===== src/rtl/shot_arbiter.sv =====
`default_nettype none
// ============================================================================
// shot_arbiter : battleship turn sequencer, board owner and shot resolver
// Optional build macro: BONUS_TURN_EN (a non-final hit keeps the turn)
// Revision: 1.0
// ============================================================================
module shot_arbiter #(
  parameter int ROWS = 5,
  parameter int COLS = 5,
  localparam int RW  = $clog2(ROWS),
  localparam int CLW = $clog2(COLS),
  localparam int NW  = $clog2(ROWS*COLS+1)
) (
  input  logic           clk,
  input  logic           rst,
  input  logic           i_place_we,
  input  logic           i_place_board,
  input  logic [RW-1:0]  i_place_row,
  input  logic [CLW-1:0] i_place_col,
  input  logic           i_start,
  input  logic           i_p_req,
  input  logic [RW-1:0]  i_p_row,
  input  logic [CLW-1:0] i_p_col,
  input  logic           i_pc_req,
  input  logic [RW-1:0]  i_pc_row,
  input  logic [CLW-1:0] i_pc_col,
  input  logic           i_turn_expired,
  output logic           o_p_ack,
  output logic           o_pc_ack,
  output logic           o_res_valid,
  output logic           o_res_hit,
  output logic           o_res_repeat,
  output logic           o_res_err,
  output logic           o_res_who,
  output logic           o_turn,
  output logic [NW-1:0]  o_p_left,
  output logic [NW-1:0]  o_pc_left,
  output logic           o_game_over,
  output logic           o_winner,
  input  logic           i_disp_board,
  input  logic [RW-1:0]  i_disp_row,
  input  logic [CLW-1:0] i_disp_col,
  output logic [1:0]     o_disp_cell
);

  localparam int CELLS = ROWS * COLS;
  localparam int IW    = $clog2(CELLS);
  localparam logic [RW:0]  c_rows  = (RW+1)'(ROWS);
  localparam logic [CLW:0] c_cols  = (CLW+1)'(COLS);
  localparam logic [1:0]   c_water = 2'b00;
  localparam logic [1:0]   c_ship  = 2'b01;
  localparam logic [1:0]   c_miss  = 2'b10;
  localparam logic [1:0]   c_hit   = 2'b11;

  typedef enum logic [2:0] {
    S_LOAD, S_WAIT_P, S_RD_P, S_WR_P, S_WAIT_PC, S_RD_PC, S_WR_PC, S_OVER
  } state_t;

  function automatic logic in_rng(input logic [RW-1:0] r, input logic [CLW-1:0] c);
    return ({1'b0, r} < c_rows) && ({1'b0, c} < c_cols);
  endfunction

  function automatic logic [IW-1:0] cell_idx(input logic [RW-1:0] r, input logic [CLW-1:0] c);
    return IW'(r) * IW'(COLS) + IW'(c);
  endfunction

  state_t         r_state;
  logic [1:0]     r_pb [CELLS];
  logic [1:0]     r_cb [CELLS];
  logic [RW-1:0]  r_row;
  logic [CLW-1:0] r_col;
  logic [1:0]     r_cell;
  logic           r_oor;

  logic           w_place_ok;
  logic [IW-1:0]  w_place_idx;
  logic [1:0]     w_place_old;
  logic           w_shot_ok;
  logic [IW-1:0]  w_shot_idx;
  logic [1:0]     w_p_cell;
  logic [1:0]     w_c_cell;
  logic           w_disp_ok;
  logic [IW-1:0]  w_disp_idx;

  assign w_place_ok  = in_rng(i_place_row, i_place_col);
  assign w_place_idx = cell_idx(i_place_row, i_place_col);
  assign w_shot_ok   = in_rng(r_row, r_col);
  assign w_shot_idx  = cell_idx(r_row, r_col);
  assign w_disp_ok   = in_rng(i_disp_row, i_disp_col);
  assign w_disp_idx  = cell_idx(i_disp_row, i_disp_col);

  // Every array read is muxed off when its coordinates fall outside the board.
  always_comb begin
    w_place_old = c_water;
    w_p_cell    = c_water;
    w_c_cell    = c_water;
    o_disp_cell = c_water;
    if (w_place_ok)
      w_place_old = i_place_board ? r_cb[w_place_idx] : r_pb[w_place_idx];
    if (w_shot_ok) begin
      w_p_cell = r_pb[w_shot_idx];
      w_c_cell = r_cb[w_shot_idx];
    end
    if (w_disp_ok)
      o_disp_cell = i_disp_board ? r_cb[w_disp_idx] : r_pb[w_disp_idx];
  end

  always_ff @(posedge clk or posedge rst) begin
    if (rst) begin
      r_state <= S_LOAD;
      for (int i = 0; i < CELLS; i++) begin
        r_pb[i] <= c_water;
        r_cb[i] <= c_water;
      end
      r_row        <= '0;
      r_col        <= '0;
      r_cell       <= c_water;
      r_oor        <= 1'b0;
      o_p_ack      <= 1'b0;
      o_pc_ack     <= 1'b0;
      o_res_valid  <= 1'b0;
      o_res_hit    <= 1'b0;
      o_res_repeat <= 1'b0;
      o_res_err    <= 1'b0;
      o_res_who    <= 1'b0;
      o_turn       <= 1'b0;
      o_p_left     <= '0;
      o_pc_left    <= '0;
      o_game_over  <= 1'b0;
      o_winner     <= 1'b0;
    end else begin
      o_p_ack      <= 1'b0;
      o_pc_ack     <= 1'b0;
      o_res_valid  <= 1'b0;
      o_res_hit    <= 1'b0;
      o_res_repeat <= 1'b0;
      o_res_err    <= 1'b0;
      o_res_who    <= 1'b0;
      case (r_state)
        S_LOAD: begin
          if (i_place_we && w_place_ok) begin
            if (i_place_board) begin
              r_cb[w_place_idx] <= c_ship;
              if (w_place_old == c_water) o_pc_left <= o_pc_left + NW'(1);
            end else begin
              r_pb[w_place_idx] <= c_ship;
              if (w_place_old == c_water) o_p_left <= o_p_left + NW'(1);
            end
          end
          if (i_start && (o_p_left != '0) && (o_pc_left != '0)) begin
            r_state <= S_WAIT_P;
            o_turn  <= 1'b0;
          end
        end
        S_WAIT_P: begin
          if (i_p_req) begin
            r_row   <= i_p_row;
            r_col   <= i_p_col;
            r_state <= S_RD_P;
          end else if (i_turn_expired) begin
            r_state <= S_WAIT_PC;
            o_turn  <= 1'b1;
          end
        end
        // Result flags are registered here so they appear with the ack in WR.
        S_RD_P: begin
          r_cell       <= w_c_cell;
          r_oor        <= !w_shot_ok;
          o_p_ack      <= 1'b1;
          o_res_valid  <= 1'b1;
          o_res_who    <= 1'b0;
          o_res_err    <= !w_shot_ok;
          o_res_repeat <= w_shot_ok && w_c_cell[1];
          o_res_hit    <= w_shot_ok && (w_c_cell == c_ship);
          r_state      <= S_WR_P;
        end
        S_WR_P: begin
          if (r_oor) begin
            r_state <= S_WAIT_P;
          end else if (r_cell == c_ship) begin
            r_cb[w_shot_idx] <= c_hit;
            if (o_pc_left != '0) o_pc_left <= o_pc_left - NW'(1);
            if (o_pc_left < NW'(2)) begin
              r_state     <= S_OVER;
              o_game_over <= 1'b1;
              o_winner    <= 1'b0;
            end else begin
`ifdef BONUS_TURN_EN
              r_state <= S_WAIT_P;
`else
              r_state <= S_WAIT_PC;
              o_turn  <= 1'b1;
`endif
            end
          end else begin
            if (r_cell == c_water) r_cb[w_shot_idx] <= c_miss;
            r_state <= S_WAIT_PC;
            o_turn  <= 1'b1;
          end
        end
        S_WAIT_PC: begin
          if (i_pc_req) begin
            r_row   <= i_pc_row;
            r_col   <= i_pc_col;
            r_state <= S_RD_PC;
          end else if (i_turn_expired) begin
            r_state <= S_WAIT_P;
            o_turn  <= 1'b0;
          end
        end
        S_RD_PC: begin
          r_cell       <= w_p_cell;
          r_oor        <= !w_shot_ok;
          o_pc_ack     <= 1'b1;
          o_res_valid  <= 1'b1;
          o_res_who    <= 1'b1;
          o_res_err    <= !w_shot_ok;
          o_res_repeat <= w_shot_ok && w_p_cell[1];
          o_res_hit    <= w_shot_ok && (w_p_cell == c_ship);
          r_state      <= S_WR_PC;
        end
        S_WR_PC: begin
          if (r_oor) begin
            r_state <= S_WAIT_PC;
          end else if (r_cell == c_ship) begin
            r_pb[w_shot_idx] <= c_hit;
            if (o_p_left != '0) o_p_left <= o_p_left - NW'(1);
            if (o_p_left < NW'(2)) begin
              r_state     <= S_OVER;
              o_game_over <= 1'b1;
              o_winner    <= 1'b1;
            end else begin
`ifdef BONUS_TURN_EN
              r_state <= S_WAIT_PC;
`else
              r_state <= S_WAIT_P;
              o_turn  <= 1'b0;
`endif
            end
          end else begin
            if (r_cell == c_water) r_pb[w_shot_idx] <= c_miss;
            r_state <= S_WAIT_P;
            o_turn  <= 1'b0;
          end
        end
        S_OVER: r_state <= S_OVER;
        default: r_state <= S_LOAD;
      endcase
    end
  end

endmodule
`default_nettype wire


===== config.mk =====
export PLATFORM = sky130hd
export DESIGN_NAME = shot_arbiter
export DESIGN_NICKNAME = d
export VERILOG_FILES = /design/src/rtl/shot_arbiter.sv
export SDC_FILE = /design/constraint.sdc
export NUM_CORES = 1
export LEC_CHECK = 0
export CORE_ASPECT_RATIO = 1.5
export CORE_UTILIZATION = 40
export DETAILED_ROUTE_END_ITERATION = 8
export GPL_TIMING_DRIVEN = 1
export PLACE_DENSITY_LB_ADDON = 0.15
export SLEW_MARGIN = 0
export SYNTH_ARGS = -nofsm -noshare
export SYNTH_HDL_FRONTEND = slang
export SYNTH_SLANG_ARGS = --single-unit

===== constraint.sdc =====
create_clock -name clk -period 5.5 [get_ports clk]
set_input_delay 1.1 -clock clk [delete_from_list [all_inputs] [get_ports clk]]
set_output_delay 1.1 -clock clk [all_outputs]
set_load 0.1 [all_outputs]

Word-level counts from Yosys, hierarchy flattened
Cells that the tools add are included.

word-level totals
  flip-flop bits (word level) = 131
  latch bits = 0
  RAM bits = 0
  memory bits (read-only) = 0
  input port bits = 33
  output and inout port bits = 22
  memories = 0

operators by class
  add/sub/neg operators = 7
  $mul = 3
  div/mod/pow operators = 0
  order comparisons = 13
  equality and inequality tests = 35
  shift operators = 0
  muxes and demuxes = 102
  bitwise gates (word level) = 15
  reduce and logical (&&, ||, !) cells = 33

operators with widths
  operator                                                            count
  50-bit 2-to-1 mux                                                   10
  50-bit case mux with 2 select lines                                 2
  25-bit AND                                                          4
  25-bit bitwise OR                                                   4
  50-bit bitwise OR                                                   2
  2-bit binary-select mux with 5-bit select                           6
  5-bit 2-to-1 mux                                                    12
  25-bit NOT                                                          2
  2-bit 2-to-1 mux                                                    21
  3-bit 2-to-1 mux                                                    14
  2-bit != test, second input constant                                19
  1-bit 2-to-1 mux                                                    24
  3-bit case mux with 8 select lines                                  1
  7-bit AND reduction                                                 3
  2-bit demux with 5-bit select                                       2
  5-bit case mux with 2 select lines                                  2
  6-bit greater-or-equal comparator, second input constant            3
  3-bit less-than comparator, second input constant                   6
  3-bit != test, second input constant                                6
  5-bit NOT with 6-bit output                                         3
  5-bit by 3-bit adder with 5-bit output                              3
  3-bit by 3-bit multiplier with 5-bit output, second input constant  3
  5-bit nonzero test                                                  3
  3-bit equality test, second input constant                          4
  other kinds (20)                                                    49

Longest topological paths before layout
  depth after elaboration = 13
  mapped depth = 15

Least setup slack after synthesis
OpenSTA, ideal clock, no wires.

  path type = input port to output port
  start point = input port i_disp_row[0]
  end point = output port o_disp_cell[0]
  arrival = 5.735 ns
  data required time = 4.400 ns
  path slack = -1.335 ns
  stages = 9
  buffers on the path = 0
  cells stage by stage = ha_1 > ha_1 > fa_1 > xor2_1 > nor4b_1 > nand2_1 > o211ai_1 > o21ai_0 > a211oi_1

on the way
  word-level cells in the longest chain between the ends = 8

ends and longest elaborated chain
  what                                                 RTL line  source
  from (decl)                                          41        input logic [RW-1:0] i_disp_row,
  3-bit by 3-bit multiplier with 5-bit output          64        return IW'(r) * IW'(COLS) + IW'(c);
  5-bit by 3-bit adder with 5-bit output               64
  5-bit NOT with 6-bit output (implied by the code)    105       o_disp_cell = i_disp_board ? r_cb[w_disp_idx] : r_pb[w_disp_idx];
  2-bit binary-select mux with 5-bit select            105
  2-bit 2-to-1 mux (implied by the code) (2 in a row)  105
  2-bit 2-to-1 mux                                     105
  2-bit 2-to-1 mux *                                   104       if (w_disp_ok)
  to (decl)                                            43        output logic [1:0] o_disp_cell

Mark *: on every way between the ends. The rest lies on a longest branch, timed or not. The select of a mux whose other input is x is not followed.

Worst setup path in the final report
  start point = input port i_disp_row[1]
  end point = output port o_disp_cell[0]

Same word-level chain as after synthesis.

==> impl_metrics.toml <==
[outcome]
status = "completed"

[routing]
num_vias = 9568
wirelength_mm = 38.65
antenna_left = 0
drc = 0
wl_per_cell_um = 26.89
avgViaCountPerCell = 6.658
drt_iter0_drc = 1118
first_pass_iters = 7

[power_and_ir_drop]
pwr-share-seq_pct = 20.6
pwr-share-comb_pct = 66.0
clkPwrFrac_pct = 13.4
p_per_area_mw_per_mm2 = 740.7
p_sw_share_pct = 54.08
ir_drop_mv = 0.4173
p_sw_mw = 4.712
power_leakage_nw = 4.821
p_int_mw = 4.002

[grt]
grt_max_degree = 62
antenna_found_initial = 0
grt_usage_pct = 30.95
grt_pass1_wl_mm = 59.07
overflow = 0
grt_pass1_vias = 9533

[clock_network]
hold_buffers = 0
clock_path_buffers = 2
clock-sinks = 131
cts_tree = "yes"
numCtsBuffers = 17
cts.clk_slew.worst_paths_ps = 60
cts_max_level = 4
cts-root-buf = "clkbuf_16"
insertion_delay_ps = 440

[cells_and_area]
final_common_cell = "a21oi_1"
stdcell_count = 1437
syn2layout_area_growth_pct = 17.19
final_nets = 1169
drive_above_1_share_pct = 18.24
antenna_cells = 0
final_cell_mix = "a21oi_1 (203), dfrtp_1 (131), o21ai_0 (94)"

[worst_hold_path]
hold_depth = 1
hold_class = "reg -> reg"

[sta]
worst_slew_pin_slew_ps = 1047
fmax_mhz = 188.1
setup_viol = 0
rsz0062_at_grt = "no"
relSlewSlack_pct = 30.19
final_hold_viol_count = 0
slew_violations = 0
layout_min_cycle_time_ps = 5317
timing.final.crit_share_pct = 96.67
setup_tns_ps = 0
fin_worst_skew_ps = 7.914

[synthesis]
syn_inst = 1059
synth.largest_area_cell = "dfrtp_1"
postSynthAreaPerCell_um2 = 9.480
synth.distinct_cells = 72
synth_seq_area_share_pct = 32.65
ys_top_cells_by_area = "dfrtp_1 (33%), mux4_2 (17%), a21oi_1 (10%)"
synth-edff-count = 0
syn_nets = 1127
yosysWarnings = 0
yosys_register_bits = 131
synthArstFlopShare_pct = 100.0
synth-main-ff-cell = "dfrtp_1"
synth_area_mm2 = 0.01004
yosysTopAreaCellShare_pct = 32.65

[floorplanning]
initial_utilization_pct = 40.94
pin_count = 55
fp.dieH_um = 196.0
num_rows = 70
core_mm2 = 0.02452
die_x_um = 131.4
die_area_mm2 = 0.02575

[place]
hpwl_mm = 27.05
dp.cells = 1405
io_buffer_count = 54
routabilityCongestion = 0.9669

[flow_run]
cap_violations = 0

[critical_path]
reg2reg_depth = 8
worstPathMaxFanout = 17
critical-path-top-delay-family = "multiplexers"
path_class = "in -> out"
critPathLaunchType = "primary input"
critPathCaptureType = "primary output"
critPathArrivalTime_ps = 4220
crit_cells = 11
cp.required_ps = 4400
crit_chain = "clkdlybuf4s50_1, ha_1, ha_1, buf_12, mux4_2, mux4_2, nor2b_1, a211oi_2, buf_4, a211oi_4, buf_12"
cp_slowest_cell = "mux4_2"
slowest_delay_ps = 570
critPathBufInv = 4
==> kinds of logic after synthesis <==
family	after synthesis	share of synthesized area, %
XOR/XNOR	18	1.645
AND/OR/NAND/NOR	257	12.81
adder cells (fa/ha/maj)	35	4.736
AO/OA/AOI/OAI	403	22.92
buffers and inverters	105	4.723
flip-flops	131	32.65
multiplexers	110	20.51
==> area by class of cell <==
cell class | count | area (um2)
Tap cell | 324 | 405.4
Timing Repair Buffer | 110 | 1031
Clock buffer | 20 | 456.7
Inverter | 18 | 72.57
Fill cell | 2361 | 12760
Sequential cell | 131 | 3278
Clock inverter | 11 | 128.9
Multi-Input combinational cell | 823 | 6392
==> Yosys cell counts, types with 6 or more instances <==
| library cell | instances |
|---|---|
| a21oi_1 | 203 |
| dfrtp_1 | 131 |
| o21ai_0 | 94 |
| nor2_1 | 78 |
| mux4_2 | 74 |
| nand2_1 | 57 |
| clkbuf_1 | 48 |
| a31oi_1 | 31 |
| ha_1 | 30 |
| nand3_1 | 30 |
| mux2i_1 | 28 |
| buf_2 | 27 |
| nor3_1 | 23 |
| a21o_1 | 19 |
| inv_1 | 17 |
| a2bb2oi_1 | 15 |
| xnor2_1 | 12 |
| nand4_1 | 8 |
| a211oi_1 | 7 |
| nand2b_1 | 7 |
| buf_1 | 6 |
| nor2b_1 | 6 |
| o211ai_1 | 6 |
==> power by group through the flow <==
stage	registers (mW)	logic (mW)	clock network, mW
2_1_floorplan	1.85	3.60	0
3_5_place_dp	1.78	5.57	0
4_1_cts	1.77	5.59	1.18
5_1_grt	1.83	6.05	1.22
3_3_place_gp	1.78	5.55	0
6_report	1.80	5.75	1.17
==> routing by layer <==
layer  vias up  share of wire, %  track usage, %
met3       157               7.9           5.788
met1      4705                36           36.05
li1       4128                 -               -
met4         0               7.7           22.91
met2       578                48           51.00
met5         -                 0               0
==> stage by stage <==
| step | hold slack [ps] | util (%) | area (um2) | total power [mW] | setup slack, ps |
|---|---|---|---|---|---|
| floorplan | 478.3 | - | 10070 | 5.452 | 140.3 |
| global placement | 455.0 | 45.43 | 11140 | 7.334 | 47.88 |
| detailed placement | 460.9 | 45.43 | 11140 | 7.348 | 24.06 |
| CTS | 474.7 | 47.82 | 11730 | 8.538 | 17.23 |
| global route | 480.0 | 47.97 | 11770 | 9.100 | 31.90 |
| finish | 468.8 | 47.97 | 11770 | 8.714 | 183.2 |
==> worst paths after layout <==
check | start | end | slack, ps
max reg2reg | r_row[1] | r_cell[1] | 1600
max | i_disp_row[1] | o_disp_cell[0] | 180
min in group asynchronous | rst | o_pc_left[3] | 1100
min reg2reg | o_game_over | o_game_over | 470
max in group asynchronous | rst | r_pb[19] | 3340
min | o_game_over | o_game_over | 470
==> worst register-to-register path: stages, from the launching register on <==
cell and delay [ps]:
dfrtp_1 420, ha_1 310, ha_1 830, mux4_2 630, mux4_2 460, mux2i_1 300
nor2_1 130, a211oi_1 500, o21ai_0 200
==> repair_timing <==
| action | in CTS | in global routing |
|---|---|---|
| buffers inserted | 0 | 1 |
| gates resized for setup | 0 | 5 |
| endpoints found under the setup margin | 0 | 2 |
Power figures use the tool's default switching activity.
